`src/rtl/mips_pkg.sv`:
```
// rtl/mips_pkg.sv - shared sequencer state encoding for fetch control and decoder
package mips_pkg;

  // The decoder switches on these exact codes, so both sides import this type.
  typedef enum logic [1:0] {
    FETCH_S = 2'b00,
    EXEC1_S = 2'b01,
    EXEC2_S = 2'b10,
    HALT_S  = 2'b11
  } state_t;

  localparam int WORD_W = 32;

endpackage

```
`src/rtl/mips_stall_timer.sv`:
```
// rtl/mips_stall_timer.sv - saturating stall counter flagging a bus timeout
module mips_stall_timer #(
  parameter int TIMEOUT = 1024
) (
  input  logic clk,
  input  logic reset,
  input  logic stall,
  input  logic clear,
  output logic expire
);

  localparam int CW = $clog2(TIMEOUT + 1);
  localparam logic [CW-1:0] LIMIT = CW'(TIMEOUT);
  localparam logic [CW-1:0] LAST  = CW'(TIMEOUT - 1);

  logic [CW-1:0] count;

  // Count consecutive stalled cycles, saturating at TIMEOUT; clear wins over stall.
  always_ff @(posedge clk or posedge reset) begin
    if (reset) begin
      count <= '0;
    end else if (clear) begin
      count <= '0;
    end else if (stall && (count != LIMIT)) begin
      count <= count + CW'(1);
    end
  end

  // Expire on the stall cycle that would make TIMEOUT consecutive stalls.
  assign expire = stall && (count == LAST);

endmodule

```
`src/rtl/mips_fetch_control.sv`:
```
// rtl/mips_fetch_control.sv - multicycle fetch/execute sequencer ahead of the MIPS decoder
module mips_fetch_control
  import mips_pkg::*;
#(
  parameter int TIMEOUT = 1024,
  parameter int CNT_W   = 32
) (
  input  logic              clk,
  input  logic              reset,
  input  logic              waitrequest,
  input  logic [WORD_W-1:0] readdata,
  input  logic              halt_pc,
  input  logic              extra,
  input  logic              mem_access,
  output state_t            state,
  output logic [WORD_W-1:0] instruction,
  output logic [WORD_W-1:0] load_data,
  output logic              active,
  output logic              bus_error,
  output logic [CNT_W-1:0]  retired
);

  state_t            state_next;
  logic [WORD_W-1:0] instruction_next;
  logic [WORD_W-1:0] load_data_next;
  logic              bus_error_next;
  logic [CNT_W-1:0]  retired_next;

  logic fetch_stall;
  logic exec_stall;
  logic stall;
  logic clear;
  logic expire;

  // A halting PC beats a busy bus, so a halt never counts as a stall cycle.
  assign fetch_stall = (state == FETCH_S) && !halt_pc && waitrequest;
  assign exec_stall  = (state == EXEC1_S) && mem_access && waitrequest;
  assign stall       = fetch_stall || exec_stall;
  assign clear       = ((state == FETCH_S) && !halt_pc && !waitrequest) ||
                       ((state == EXEC1_S) && !exec_stall);

  mips_stall_timer #(
    .TIMEOUT (TIMEOUT)
  ) u_stall_timer (
    .clk    (clk),
    .reset  (reset),
    .stall  (stall),
    .clear  (clear),
    .expire (expire)
  );

  // State and datapath registers, all cleared asynchronously.
  always_ff @(posedge clk or posedge reset) begin
    if (reset) begin
      state       <= FETCH_S;
      instruction <= '0;
      load_data   <= '0;
      bus_error   <= 1'b0;
      retired     <= '0;
    end else begin
      state       <= state_next;
      instruction <= instruction_next;
      load_data   <= load_data_next;
      bus_error   <= bus_error_next;
      retired     <= retired_next;
    end
  end

  // Next-state and register-update decisions for each sequencer state.
  always_comb begin
    state_next       = state;
    instruction_next = instruction;
    load_data_next   = load_data;
    bus_error_next   = bus_error;
    retired_next     = retired;
    case (state)
      FETCH_S: begin
        if (halt_pc) begin
          state_next = HALT_S;
        end else if (waitrequest) begin
          if (expire) begin
            state_next     = HALT_S;
            bus_error_next = 1'b1;
          end
        end else begin
          instruction_next = readdata;
          state_next       = EXEC1_S;
        end
      end
      EXEC1_S: begin
        if (exec_stall) begin
          if (expire) begin
            state_next     = HALT_S;
            bus_error_next = 1'b1;
          end
        end else if (extra) begin
          load_data_next = readdata;
          state_next     = EXEC2_S;
        end else begin
          retired_next = retired + CNT_W'(1);
          state_next   = FETCH_S;
        end
      end
      EXEC2_S: begin
        retired_next = retired + CNT_W'(1);
        state_next   = FETCH_S;
      end
      default: begin
        state_next = HALT_S;
      end
    endcase
  end

  // Core is live in every state except HALT.
  always_comb begin
    active = (state != HALT_S);
  end

endmodule

```
`config.mk`:
```
export PLATFORM = sky130hd
export DESIGN_NAME = mips_fetch_control
export DESIGN_NICKNAME = d
export VERILOG_FILES = /design/src/rtl/mips_pkg.sv /design/src/rtl/mips_stall_timer.sv /design/src/rtl/mips_fetch_control.sv
export SDC_FILE = /design/constraint.sdc
export NUM_CORES = 1
export LEC_CHECK = 0
export ABC_AREA = 1
export CAP_MARGIN = 5
export CORE_MARGIN = 3
export CORE_UTILIZATION = 49
export DETAILED_ROUTE_END_ITERATION = 16
export PLACE_DENSITY = 0.81
export SLEW_MARGIN = 20
export SYNTH_ARGS = -nofsm -noshare
export SYNTH_HDL_FRONTEND = slang
export SYNTH_HIERARCHICAL = 1
export SYNTH_SLANG_ARGS = --single-unit
```
`constraint.sdc`:
```
create_clock -name clk -period 3.5 [get_ports clk]
set_input_delay 0.525 -clock clk [delete_from_list [all_inputs] [get_ports clk]]
set_output_delay 0.525 -clock clk [all_outputs]
set_load 0.02 [all_outputs]
```
==> results.md, run 1 <==
* Status: completed
* Post-DRT Antenna Nets at 0
* # DRC at 0
* Via Count at 4593
* Routed wire length per instance at 14.27 microns
* First-pass GRT wire length at 21320 microns
* DR vias/cell at 5.092
* DRT Pass-1 Iters at 5
* Top cells by area, synth: dfrtp_1 53%, nand2_1 15%, o21ai_0 7.3%
* Fin. Hold Viols at 0
* CP max FO at 10
* Mapped Avg Cell Area at 8.173 sq um
* Rows at 36
* M3 GR Usage at 9.075%
* Fin crit period at 2.170 ns
* Leakage at 3.178 nW
* Routability cong. at 0.8850
* GR Util met2 at 36.85%
* Largest net degree at the start of global routing at 65
* Seq cells post-synth at 110
* Type of the worst min-delay path: flip-flop to flip-flop
* RSZ-0062 raised after global routing: no
* Fin nets at 805
* Full die area at 11770 sq um
* Root Driver: clkbuf_8
* Hold-fix buffers, CTS at 0
* Core ar. at 10000 sq um
* Fin Setup TNS at 0 ns
* Sw Ratio at 22.12%
* Min Hold Slack at 0.4941 ns
* Layout cells sized above 1 at 5.202%
* WP data arrival at 2.41 ns
* DRT iter0 DRCs at 267
* Antenna cell count at 0
* I/O pin total at 138
* Pint at 0.001746 W
* R2R Setup Slk at 1.42 ns
* Synthesized cell area at 5149 sq um
* Final Skew at 0.01456 ns
* Max-slew headroom at 56.69%
* Number of port buffers at 137
* Grt total ovfl at 0
* Final slew viol count at 0
* Synth area leader: dfrtp_1
* Post-synth top area share at 53.46%
* CTS Buffer Depth at 2
* GR peak layer: met2
* Dpl hpwl at 9262 microns
* Combinational power share at 4.0%
* Syn Nets at 671
* Total GRT Usage at 22.83%
* Area of the multi-input gates at 2038 sq um
* Yosys warnings at 6
* Total net switching power at 0.0004958 W
* Initial antenna violation count at 0
* CTS tree: built
* Final wirelength at 12870 microns
* Final worst path period share at 62.00%
* Initial Util at 51.49%
* CP required at 3.74 ns
* Synth unique cells at 29
* CTS H-tree depth at 3
* Most frequent cells in the layout: 205 x nand2_1, 137 x clkdlybuf4s50_1, 110 x dfrtp_1
* CTS sink cnt at 110
* Post-CTS setup buffer count at 0
* Mapped Cells at 630
* Reg area at 2753 sq um
* Worst slew pin tran at 0.6496 ns
* F_max at 460.9 MHz
* Part of the Yosys area used for sequential elements at 53.46%
* Worst-Skew Late Latency at 0.37 ns
* Leading cell type in the layout, fill and taps excluded: nand2_1
* Sequential share of power at 56.9%
* Crit. End Element: flip-flop
* Num CTS Buffers at 9
* Chip Height at 108.5 microns
* Area delta synth->final at 33.41%
* Max Cap Violations at 0
* Vias in the first global route at 4486
* M1 GR Usage at 28.64%
* Clock network fraction of total power at 39.0%
* Worst vdd ir at 0.2661 mV
* CP Launch Type: input port
* PostCTS Resize Cnt at 0
* Final Setup Violations at 0
* Fillers at 777
* Total power at 0.002242 W
* Die width at 108.5 microns
* Clock transition at path regs at 0.10 ns
* Critical path type: input port to flip-flop
* Pwr dens at 326.3 nW/um^2
==> per-stage QoR <==
step	std cells	setup WS, ns	cell area [sq um]	util, %
4_1_cts	902	1.377	6869	68.69
3_3_place_gp	886	1.092	6640	66.40
5_1_grt	902	1.201	6869	68.69
3_5_place_dp	886	0.9859	6640	66.40
2_1_floorplan	630	0.3846	5149	-
6_report	902	1.330	6869	68.69
==> final cells by class <==
type | instances | area share [%]
flip-flops and latches | 110 | 40.07
multi-input cells | 430 | 29.67
repair buffers | 140 | 20.47
inverters | 73 | 4.025
well taps | 133 | 2.423
clock buffers | 10 | 2.004
clock inverters | 6 | 1.330
==> power by group through the flow <==
stage / clock network (W) / logic, W / registers, W
2_1_floorplan: 0 / 0.0000351 / 0.00130
3_3_place_gp: 0 / 0.0000905 / 0.00130
3_5_place_dp: 0 / 0.0000922 / 0.00130
4_1_cts: 0.000884 / 0.0000927 / 0.00128
5_1_grt: 0.000939 / 0.000103 / 0.00128
6_report: 0.000875 / 0.0000904 / 0.00128
==> worst max-delay path, stage by stage <==
cell and delay [ns]:
clkdlybuf4s50_1 0.48, nor2_1 0.15, nand2_2 0.07, a21oi_1 0.38, clkinv_1 0.39, o21ai_0 0.28, o21ai_0 0.13
==> Yosys cell counts <==
master	n
a21o_1	1
a21oi_1	2
a31oi_1	2
and2_1	1
buf_2	7
buf_4	1
buf_6	2
clkbuf_1	7
clkinv_1	1
dfrtp_1	110
ha_1	3
inv_1	71
inv_2	1
nand2_1	206
nand2_2	3
nand3_1	25
nand3_2	1
nand3_4	1
nand3b_1	12
nand4_1	15
nor2_1	55
nor2_2	6
nor2_4	4
nor3_1	2
o21ai_0	75
o21bai_1	1
xnor2_1	5
xor2_1	8
xor2_2	2
==> worst paths after layout <==
kind	start	end	cells past startpoint
worst max-delay path	waitrequest	u_stall_timer/count[1]	7
worst min-delay path	load_data[4]	load_data[4]	2
worst max register to register	state[1]	u_stall_timer/count[1]	6
worst min register to register	load_data[4]	load_data[4]	2
max in group asynchronous	reset	instruction[4]	3
min in group asynchronous	reset	u_stall_timer/count[6]	2
==> registers in the layout, indices dropped and copies added (netlist names) <==
register,cells
u_stall_timer/count,11
state,2
retired,32
load_data,32
bus_error,1
instruction,32
==> routing by layer <==
metal  vias up  routed length (microns)
met4         0                      174
met3        17                     1337
li1       2244                        -
met2       178                     6064
met1      2154                     5293
met5         -                        0
==> kinds of logic after synthesis <==
logic type	count (synthesis)	synth area share (%)
simple gates	331	27.85
flops	110	53.46
buf+inv	90	7.096
compound gates	81	8.020
xor+xnor	15	2.843
fa+ha+maj	3	0.7291
Power figures use the tool's default switching activity.
==> run 2: changes to the inputs <==
==> constraint.sdc (replaced) <==
create_clock -name clk -period 2.17 [get_ports clk]
set_input_delay 0.3255 -clock clk [delete_from_list [all_inputs] [get_ports clk]]
set_output_delay 0.3255 -clock clk [all_outputs]
set_load 0.02 [all_outputs]
==> results.md, run 2 (same netlist as run 1, synthesis figures left out) <==
* Status: completed
* Type of the worst min-delay path: input port to async pin
* Chip Height at 108.5 microns (unchanged)
* Routability cong. at 0.8809 (-0.46%)
* Fillers at 780 (+0.39%)
* Largest stage delay on the critical path at 0.62 ns (+0.14 ns)
* Root Driver: clkbuf_8
* Min Hold Slack at 0.3236 ns (-0.1705 ns)
* Biggest regs: instruction: 32 flops, load_data: 32 flops, retired: 32 flops
* Layout cells sized above 1 at 5.426% (+0.22 points)
* CP Launch Type: flip-flop
* Leading cell type in the layout, fill and taps excluded: nand2_1
* Critical path type: flip-flop to output port
* Max Cap Violations at 0 (unchanged)
* CTS sink cnt at 110 (unchanged)
* CP required at 1.84 ns (-1.90 ns)
* DRT iter0 DRCs at 219 (-18%)
* First-pass GRT wire length at 21250 microns (-0.36%)
* F_max at 526.6 MHz
* Fin cells at 907 (+0.55%)
* Full die area at 11770 sq um (unchanged)
* CTS tree: built
* Fin. Hold Viols at 0 (unchanged)
* Crit. End Element: output port
* Fin nets at 810 (+0.62%)
* Initial antenna violation count at 0 (unchanged)
* DR vias/cell at 4.985 (-2.1%)
* Dpl ws at 0.07497 ns (-0.9110 ns)
* Grt total ovfl at 0 (unchanged)
* Post-DRT Antenna Nets at 0 (unchanged)
* Final wirelength at 12530 microns (-2.7%)
* Rows at 36 (unchanged)
* RSZ-0062 raised after global routing: no
* PostCTS Resize Cnt at 0 (unchanged)
* CTS H-tree depth at 3 (unchanged)
* Total GRT Usage at 22.63% (-0.20 points)
* Pwr dens at 476.9 nW/um^2 (+46%)
* Worst slew pin tran at 0.5628 ns (-0.08680 ns)
* Area delta synth->final at 33.05%
* Clock transition at path regs at 0.09 ns (about the same)
* Worst-Skew Late Latency at 0.37 ns (about the same)
* Most frequent cells in the layout: 205 x nand2_1, 137 x clkdlybuf4s50_1, 110 x dfrtp_1
* # DRC at 0 (unchanged)
* Final Skew at 0.01167 ns (-0.002897 ns)
* Largest net degree at the start of global routing at 100 (+54%)
* Final slew viol count at 0 (unchanged)
* Leakage at 3.171 nW (-0.22%)
* Hold-fix buffers, CTS at 0 (unchanged)
* Num CTS Buffers at 9 (unchanged)
* DRT Pass-1 Iters at 6 (+1)
* CTS Buffer Depth at 2 (unchanged)
* Number of port buffers at 137 (unchanged)
* Dpl cells at 891 (+0.56%)
* Initial Util at 51.49% (unchanged)
* CP max FO at 7 (-3)
* WP data arrival at 1.57 ns (-0.84 ns)
* Critical path cell sequence: nand2_1 > clkdlybuf4s50_1
* Final worst slack at 0.2711 ns (-1.059 ns)
* Antenna cell count at 0 (unchanged)
* Via Count at 4521 (-1.6%)
* Fin crit period at 1.899 ns
* Max-slew headroom at 62.48% (+5.8 points)
* Routed wire length per instance at 13.81 microns (-3.2%)
* Core ar. at 10000 sq um (unchanged)
* I/O pin total at 138 (unchanged)
* Final worst path period share at 87.51%
* Dpl hpwl at 9277 microns (+0.16%)
* Buf+Inv Stages, Crit Path at 1 (-1)
* Final Setup Violations at 0 (unchanged)
* Fin Setup TNS at 0 ns (unchanged)
* Crit path max-delay family: buffers and inverters
* Die width at 108.5 microns (unchanged)
* Vias in the first global route at 4597 (+2.5%)
* Slowest cell on crit path: clkdlybuf4s50_1
* Post-CTS setup buffer count at 0 (unchanged)
* Worst vdd ir at 0.3710 mV (+39%)
-- run 2: cell types whose count changed in the layout (fill, tap and decap cells not counted), sizes merged --
cell	change
buf	+5
inv	-3
bufinv	-2
clkbuf	+2
clkinv	+2
clkinvlp	+1
-- run 2: worst register-to-register path: cells and delay by family (launching register included) --
kind / cells / cell delay, ns
AOI/OAI and AO/OA: 3 / 0.31
adders and majority gates: 1 / 0.22
DFF: 1 / 0.45
and+or+nand+nor: 5 / 0.83
-- run 2: worst paths after layout --
path,start,to,slack (ns),cells after the start
setup / recovery,state[1],active,0.27,2
hold / removal,reset,u_stall_timer/count[8],0.32,2
setup reg to reg,u_stall_timer/count[0],state[1],0.30,9
hold reg to reg,load_data[17],load_data[17],0.49,2
max in group asynchronous,reset,bus_error,1.29,3
min in group clk,load_data[17],load_data[17],0.49,2
-- run 2: routing by layer --
layer  routed length, microns  vias to the layer above  global-route usage [%]
met2                     5881                      151                   36.01
met1                     5096                     2098                   27.57
li1                         -                     2251                       -
met5                        0                        -                       0
met4                      259                        0                   7.665
met3                     1287                       21                   9.910
-- run 2: layout make-up --
class | count | area [sq um] | area share, %
Clock inverter | 4 | 23.77 | 0.3470
Clock buffer | 12 | 135.1 | 1.973
Tap cell | 133 | 166.4 | 2.429
Inverter | 73 | 277.8 | 4.055
Multi-Input combinational cell | 430 | 2038 | 29.75
Sequential cell | 110 | 2753 | 40.18
Timing Repair Buffer | 145 | 1456 | 21.26
-- run 2: power by group --
group | internal, W | leakage, nW | switching (W)
Sequential | 0.00205 | 1.51 | 0.00000635
Clock | 0.000416 | 0.0841 | 0.000646
Combinational | 0.0000735 | 1.57 | 0.0000731
Total | 0.00254 | 3.17 | 0.000725
-- run 2: through the flow --
step	area [sq um]	util, %	total power [W]
floorplan	5152	-	0.002154
global placement	6691	66.92	0.002245
detailed placement	6691	66.92	0.002250
CTS	6850	68.51	0.003315
global route	6850	68.51	0.003396
finish	6850	68.51	0.003267
==> run 3: changes to the inputs <==
--- a/config.mk
+++ b/config.mk
@@ -8,9 +8,9 @@
 export ABC_AREA = 1
 export CAP_MARGIN = 5
 export CORE_MARGIN = 3
-export CORE_UTILIZATION = 49
+export CORE_UTILIZATION = 44
 export DETAILED_ROUTE_END_ITERATION = 16
-export PLACE_DENSITY = 0.81
+export PLACE_DENSITY = 0.77
 export SLEW_MARGIN = 20
 export SYNTH_ARGS = -nofsm -noshare
 export SYNTH_HDL_FRONTEND = slang
==> constraint.sdc (replaced) <==
create_clock -name clk -period 1.7 [get_ports clk]
set_input_delay 0.255 -clock clk [delete_from_list [all_inputs] [get_ports clk]]
set_output_delay 0.255 -clock clk [all_outputs]
set_load 0.02 [all_outputs]
==> results.md, run 3 (same netlist as run 1, synthesis figures left out) <==
* Status: completed
* Final non-filler cell area at 7362 sq um (+7.5%)
* Worst vdd ir at 0.5206 mV (+40%)
* Critical path cell sequence: clkdlybuf4s50_1
* F_max at 598.4 MHz
* Crit. Startpoint: retired[10]
* RR Endpoint: state[1]
* Largest net degree at the start of global routing at 68 (-32%)
* Crit. End Element: output port
* Full die area at 13040 sq um (+11%)
* Via Count at 4644 (+2.7%)
* Area delta synth->final at 42.99%
* Buf+Inv Stages, Crit Path at 1 (unchanged)
* Grt total ovfl at 0 (unchanged)
* Most frequent cells in the layout: 205 x nand2_1, 115 x clkdlybuf4s50_1, 108 x dfrtp_1
* WP data arrival at 1.42 ns (-0.15 ns)
* Reg2reg path depth at 12 (+3)
* Layout cells sized above 1 at 10.03% (+4.6 points)
* Initial antenna violation count at 0 (unchanged)
* DRT iter0 DRCs at 293 (+34%)
* Root Driver: clkbuf_16
* Biggest regs: instruction: 32 flops, load_data: 32 flops, retired: 32 flops
* Final core utilization at 66.17% (-2.3 points)
* I/O pin total at 138 (unchanged)
* First-pass GRT wire length at 22070 microns (+3.9%)
* RSZ-0062 raised after global routing: yes
* R2r startpoint: state[0]
* Metal-1 WL at 5485 microns (+7.6%)
* CP max FO at 5 (-2)
* Routability cong. at 0.8822 (+0.15%)
* CTS Buffer Depth at 2 (unchanged)
* Routed wire length per instance at 14.22 microns (+2.9%)
* Pwr dens at 673.7 nW/um^2 (+41%)
* Clock transition at path regs at 0.07 ns (-0.02 ns)
* DRT Pass-1 Iters at 4 (-2)
* Largest stage delay on the critical path at 0.64 ns (+0.02 ns)
* R2R Setup Slk at 0.03 ns (-0.27 ns)
* Total GRT Usage at 21.01% (-1.6 points)
* Crit path max-delay family: buffers and inverters
* Metal3 WL at 1257 microns (-2.3%)
* Leakage at 3.706 nW (+17%)
* Final Skew at 0.006112 ns (-0.005553 ns)
* Fin Setup TNS at 0 ns (unchanged)
* Met2 WL at 6349 microns (+8.0%)
* CTS sink cnt at 110 (unchanged)
* # DRC at 0 (unchanged)
* Core ar. at 11130 sq um (+11%)
* Worst slew pin tran at 0.4264 ns (-0.1365 ns)
* Initial Util at 46.28% (-5.2 points)
* Final wirelength at 13340 microns (+6.5%)
* Max-slew headroom at 71.54% (+9.1 points)
* Max Cap Violations at 0 (unchanged)
* Slowest cell on crit path: clkdlybuf4s50_1
* Fin crit period at 1.671 ns
* Leading cell type in the layout, fill and taps excluded: nand2_1
* Max Used Layer: met4
* Worst-Skew Late Latency at 0.35 ns (-0.02 ns)
* Final worst path period share at 98.31%
* Fin nets at 834 (+3.0%)
* Antenna cell count at 0 (unchanged)
* Critical path type: flip-flop to output port
* Chip Height at 114.2 microns (+5.2%)
* DR vias/cell at 4.951 (-0.67%)
* CP required at 1.44 ns (-0.40 ns)
* Dpl hpwl at 9794 microns (+5.6%)
* Type of the worst min-delay path: input port to async pin
* Post-Place Cell Area at 6943 sq um (+3.8%)
* Post-DRT Antenna Nets at 0 (unchanged)
* CP Launch Type: flip-flop
* CTS tree: built
* Rows at 38 (+5.6%)
* Number of port buffers at 137 (unchanged)
* CTS H-tree depth at 3 (unchanged)
* Die width at 114.2 microns (+5.2%)
* Num CTS Buffers at 9 (unchanged)
* Final slew viol count at 0 (unchanged)
* Fin. Hold Viols at 0 (unchanged)
* Vias in the first global route at 4644 (+1.0%)
* Fillers at 888 (+14%)
* Final Setup Violations at 0 (unchanged)
-- run 3: cell count changes in the layout (fill, tap and decap cells not counted), sizes merged --
| cell | before | now |
|---|---|---|
| clkinvlp | 1 | 3 |
| dlymetal6s2s | 0 | 18 |
| buf | 8 | 31 |
| bufinv | 0 | 1 |
| clkinv | 5 | 3 |
| inv | 71 | 72 |
| dlygate4sd2 | 0 | 4 |
| clkbuf | 12 | 10 |
| nor2 | 65 | 66 |
| clkdlybuf4s50 | 137 | 115 |
-- run 3: worst max path at each step --
stage | cells after the start | to | slack (ns)
2_1_floorplan | 7 | u_stall_timer/count[0] | 0.02
3_3_place_gp | 13 | state[1] | -0.11
3_5_place_dp | 13 | state[1] | -0.30
4_1_cts | 1 | retired[1] | 0.0002
5_1_grt | 12 | state[1] | -0.06
6_report | 1 | retired[10] | 0.03
-- run 3: per-layer routing --
layer	GRT usage [%]	vias up
li1	-	2304
met1	25.67	2168
met2	34.15	153
met3	7.928	19
met4	7.443	0
met5	0	-
-- run 3: power breakdown --
part	switching (W)	internal, W	leakage [nW]
clock network	0.000972	0.00115	0.139
registers	0.00000808	0.00262	1.51
logic	0.000100	0.000105	2.05
total	0.00108	0.00388	3.71
-- run 3: through the flow --
step | worst slack (ns) | hold slack (ns) | cells | power, W
global placement | -0.1140 | 0.4648 | 919 | 0.002879
global route | -0.06423 | 0.3400 | 938 | 0.005139
floorplan | 0.02378 | 0.1074 | 630 | 0.002750
CTS | 0.0001875 | 0.3153 | 935 | 0.005007
finish | 0.02877 | 0.2976 | 938 | 0.004960
detailed placement | -0.3027 | 0.4718 | 919 | 0.002885
-- run 3: final cells by class --
class | count | area, sq um | share of cell area [%]
repair buffers | 168 | 1748 | 23.74
well taps | 140 | 175.2 | 2.379
clock buffers | 10 | 229.0 | 3.110
flip-flops and latches | 110 | 2755 | 37.42
multi-input cells | 431 | 2105 | 28.59
clock inverters | 6 | 71.32 | 0.9687
inverters | 73 | 279.0 | 3.790
-- run 3: what timing repair did --
action                                  CTS  global route
resized for setup                         6            36
pin swaps                                 0             7
endpoints found under the setup margin    5            35
hold buffers                              0             0
buffers inserted                          0             2
gates cloned                              0             1
